===== config.mk =====
export PLATFORM = sky130hd
export DESIGN_NAME = instr_sequencer
export DESIGN_NICKNAME = d
export VERILOG_FILES = /design/src/rtl/instr_sequencer.sv
export SDC_FILE = /design/constraint.sdc
export NUM_CORES = 1
export LEC_CHECK = 0
export ABC_AREA = 1
export CORE_MARGIN = 10
export CORE_UTILIZATION = 30
export CTS_CLUSTER_DIAMETER = 200
export DETAILED_ROUTE_END_ITERATION = 8
export PLACE_DENSITY = 0.47
export SLEW_MARGIN = 30
export SYNTH_ARGS = -nofsm -noshare
export SYNTH_HDL_FRONTEND = slang
export SYNTH_SLANG_ARGS = --single-unit

===== constraint.sdc =====
create_clock -name clk -period 4.3 [get_ports clk]
set_input_delay 0.86 -clock clk [delete_from_list [all_inputs] [get_ports clk]]
set_output_delay 0.86 -clock clk [all_outputs]
set_load 0.01 [all_outputs]

===== src/rtl/instr_sequencer.sv =====
// Autonomous instruction issuer: fetches 24-bit words from a small program RAM,
// issues each to the multi-cycle processor and advances on proc_done.
module instr_sequencer #(
    parameter int ADDR_W  = 4,
    parameter int TIMEOUT = 32
) (
    input  logic              clk,
    input  logic              reset,
    input  logic              prog_we,
    input  logic [ADDR_W-1:0] prog_addr,
    input  logic [23:0]       prog_wdata,
    input  logic              run,
    input  logic              proc_done,
    input  logic [15:0]       branch_target,
    output logic [23:0]       func,
    output logic              new_func,
    output logic              proc_start,
    output logic [ADDR_W-1:0] pc,
    output logic              busy,
    output logic              halted,
    output logic              error,
    output logic [15:0]       retired,
    output logic [2:0]        state_dbg
);

    localparam int            DEPTH      = 2 ** ADDR_W;
    localparam int            TW         = $clog2(TIMEOUT);
    localparam logic [TW-1:0] TIMER_LAST = TW'(TIMEOUT - 1);
    localparam logic [3:0]    OP_BRANCH  = 4'h6;
    localparam logic [3:0]    OP_HALT    = 4'hF;

    typedef enum logic [2:0] {
        S_IDLE  = 3'd0,
        S_FETCH = 3'd1,
        S_ISSUE = 3'd2,
        S_WAIT  = 3'd3,
        S_HALT  = 3'd4
    } state_t;

    state_t        state;
    state_t        state_next;
    logic [23:0]   mem [DEPTH];
    logic [TW-1:0] timer;

    // Handshake: new_func is high for exactly the one ISSUE cycle while func
    // carries the instruction; func then stays stable until the processor
    // answers with a single-cycle proc_done, which is only honoured in WAIT.
    always_comb begin
        state_next = state;
        new_func   = 1'b0;
        case (state)
            S_IDLE:  if (run) state_next = S_FETCH;
            S_FETCH: state_next = S_ISSUE;
            S_ISSUE: begin
                if (func[23:20] == OP_HALT) begin
                    state_next = S_HALT;
                end else begin
                    new_func   = 1'b1;
                    state_next = S_WAIT;
                end
            end
            S_WAIT: begin
                if (proc_done)                state_next = run ? S_FETCH : S_IDLE;
                else if (timer == TIMER_LAST) state_next = S_HALT;
            end
            S_HALT:  if (!run) state_next = S_IDLE;
            default: state_next = S_IDLE;
        endcase
    end

    assign busy      = (state == S_FETCH) || (state == S_ISSUE) || (state == S_WAIT);
    assign halted    = (state == S_HALT);
    assign state_dbg = state;

    always_ff @(posedge clk or posedge reset) begin
        if (reset) state <= S_IDLE;
        else       state <= state_next;
    end

    // Program RAM is not reset; loading is only allowed while idle.
    always_ff @(posedge clk) begin
        if (prog_we && (state == S_IDLE)) mem[prog_addr] <= prog_wdata;
    end

    always_ff @(posedge clk or posedge reset) begin
        if (reset) begin
            func       <= '0;
            pc         <= '0;
            proc_start <= 1'b0;
            error      <= 1'b0;
            retired    <= '0;
            timer      <= '0;
        end else begin
            case (state)
                S_IDLE:  if (run) proc_start <= 1'b1;
                S_FETCH: func <= mem[pc];
                S_ISSUE: timer <= '0;
                S_WAIT: begin
                    // A done arriving on the last allowed cycle beats the timeout.
                    if (proc_done) begin
                        if (retired != 16'hFFFF) retired <= retired + 16'd1;
                        if (func[23:20] == OP_BRANCH) pc <= branch_target[ADDR_W-1:0];
                        else                          pc <= pc + 1'b1;
                    end else if (timer == TIMER_LAST) begin
                        error <= 1'b1;
                    end else begin
                        timer <= timer + 1'b1;
                    end
                end
                S_HALT:  proc_start <= 1'b0;
                default: ;
            endcase
        end
    end

endmodule


==> flow_summary.json <==
{
  "run_status": "completed",
  "area_growth_pct": 18.1,
  "grt_pass1_vias": 12500,
  "period_share": 0.731,
  "drt_wl_total_um": 50300,
  "num_rows": 92,
  "setup_viol_count_final": 0,
  "port_buffers": 88,
  "cts_resized": 0,
  "synth_edf_count": 384,
  "endpoint_kind": "output port",
  "io_pins": 101,
  "crit_arrival_ps": 2290,
  "dr_total_vias": 12500,
  "die_w_um": 272,
  "core-area_mm2": 0.0630,
  "max-slew-margin-rel": 0.393,
  "crit_chain": "buf_4 -> clkdlybuf4s50_1",
  "cts_buffer_depth": 3,
  "avgSynthCellArea_um2": 10.1,
  "synth-seq-cells": 438,
  "yosysTopAreaCell": "edfxtp_1",
  "peakVddDrop_mv": 0.286,
  "cpMaxStageDelayCell": "clkdlybuf4s50_1",
  "numCtsBuffers": 48,
  "grt.busiest_layer": "met2",
  "root_buffer": "clkbuf_16",
  "rrSetupSlack_ps": 1620,
  "hp-class": "reg -> reg",
  "path_clk_slew_ps": 60,
  "path_class": "reg -> out",
  "period_minus_slack_ps": 3150,
  "hold_buffers": 0,
  "critPathRequiredTime_ps": 3440,
  "start_kind": "register",
  "finalHoldViolCount": 0,
  "power_mw": 13.3,
  "synth_top_area_frac": 0.605,
  "setup_tns_ps": 0,
  "gp_congestion": 0.738,
  "ys_warn_count": 0,
  "h-tree-depth": 2,
  "die_h_um": 272,
  "postRouteAntennaNets": 0,
  "leakagePower_nw": 9.36,
  "cts_tree": "built",
  "powerDensity_mw_per_mm2": 591,
  "placed_cells": 2770,
  "use_met3": 0.0181,
  "synthTopCellsByArea": "edfxtp_1 (60%), nand2_1 (14%), dfrtp_1 (7.1%)",
  "clk_latency_ps": 600,
  "grt_use_met2": 0.243,
  "hpwl_um": 28300,
  "synthArstFlopShare": 0.123,
  "syn_inst": 1890,
  "dr.pass1.iters": 4,
  "clock_skew_ps": 22.8,
  "finish.utilization": 0.358,
  "overflow": 0,
  "syn-num-nets": 1944,
  "fin_cells": 2862,
  "yosysMostFrequentCell": "nand2_1",
  "grt_max_degree": 91,
  "synth_cell_types": 34,
  "maxCapViolations": 0,
  "wire_per_inst_um": 17.6,
  "worst_pin_slew_ps": 911,
  "antenna_found_initial": 3,
  "yosys_most_used_dff": "edfxtp_1",
  "synth.top_cells.by_count": "nand2_1 (700), edfxtp_1 (384), nand3_1 (267)",
  "drive_gt1_frac": 0.0760,
  "rsz0062_at_grt": "no",
  "start_util": 0.303,
  "syn_area_mm2": 0.0191,
  "grt_util_met1": 0.167,
  "grtUsageTotal": 0.137,
  "cts.sinks": 438,
  "worstPathMaxFanout": 51,
  "via_per_inst": 4.35,
  "slew_viol_final": 0,
  "drc": 0,
  "grt_first_pass_wirelength_um": 77600,
  "drt_iter0_drc": 733,
  "die_area_mm2": 0.0740,
  "fmax_mhz": 318,
  "post_cts_buffers": 0,
  "final_nets": 2028,
  "slowest_delay_ps": 690,
  "ys_seq_area_frac": 0.676
}
[per-layer routing]
metal,share of wire,vias to the layer above
li1,-,6275
met1,0.44,5974
met2,0.52,161
met3,0.027,50
met4,0.019,0
met5,0,-
[registers in the layout (all words and copies together) (netlist names)]
register and count:
retired 16, proc_start 1, error 1, state_dbg 3
pc 4, timer 5, func 24, mem 384
[worst paths after layout]
check,cells after the start,end,startpoint
max in group asynchronous,3,pc[0],reset
setup / recovery,2,pc[2],pc[2]
hold / removal,1,error,error
setup reg to reg,9,func[16],pc[1]
min in group asynchronous,2,retired[13],reset
hold reg to reg,1,error,error
[power breakdown]
group          internal (mW)  total, mW  switching (mW)
clock network           2.17       3.84            1.67
logic                   1.43       4.23            2.80
registers               4.90       5.24           0.343
total                   8.49       13.3            4.81
[worst max-delay path: cells and delay by family (launching register included)]
kind	cells	cell delay, ps
flip-flops	1	360
buffers and inverters	2	1320
[placed cells by master, fill, tap and decap left out, drive strengths merged, types with 10 or more instances in the layout]
master / count
nor3: 10
clkdlybuf4s50: 88
buf: 32
nand2: 705
dfrtp: 54
nand3: 270
clkbuf: 72
o21ai: 21
nor2: 43
clkinv: 17
or2: 18
inv: 272
edfxtp: 384
[per-stage QoR]
stage	setup WS [ps]	cell area, um^2	hold slack (ps)
after global placement	1030	21100	450
after detailed placement	1030	21100	460
after global routing	1080	22500	482
after floorplan	1630	19100	475
final	1150	22500	465
after CTS	1080	22500	473
[logic make-up after synthesis]
logic type | after synthesis | share of synthesized area
AND/OR/NAND/NOR | 1049 | 0.231
flip-flops | 438 | 0.676
buffers and inverters | 359 | 0.0764
AO/OA/AOI/OAI | 28 | 0.00840
XOR/XNOR | 11 | 0.00505
adder cells (fa/ha/maj) | 5 | 0.00328
[area by class of cell]
class	instances	area, um^2
Clock inverter	17	135
Inverter	273	1030
Clock buffer	72	1310
Timing Repair Buffer	120	1230
Multi-Input combinational cell	1093	4850
Antenna cell	3	7.51
Tap cell	846	1060
Sequential cell	438	12900
Fill cell	6271	40400
Note: power is estimated with default switching activity, not from simulation.
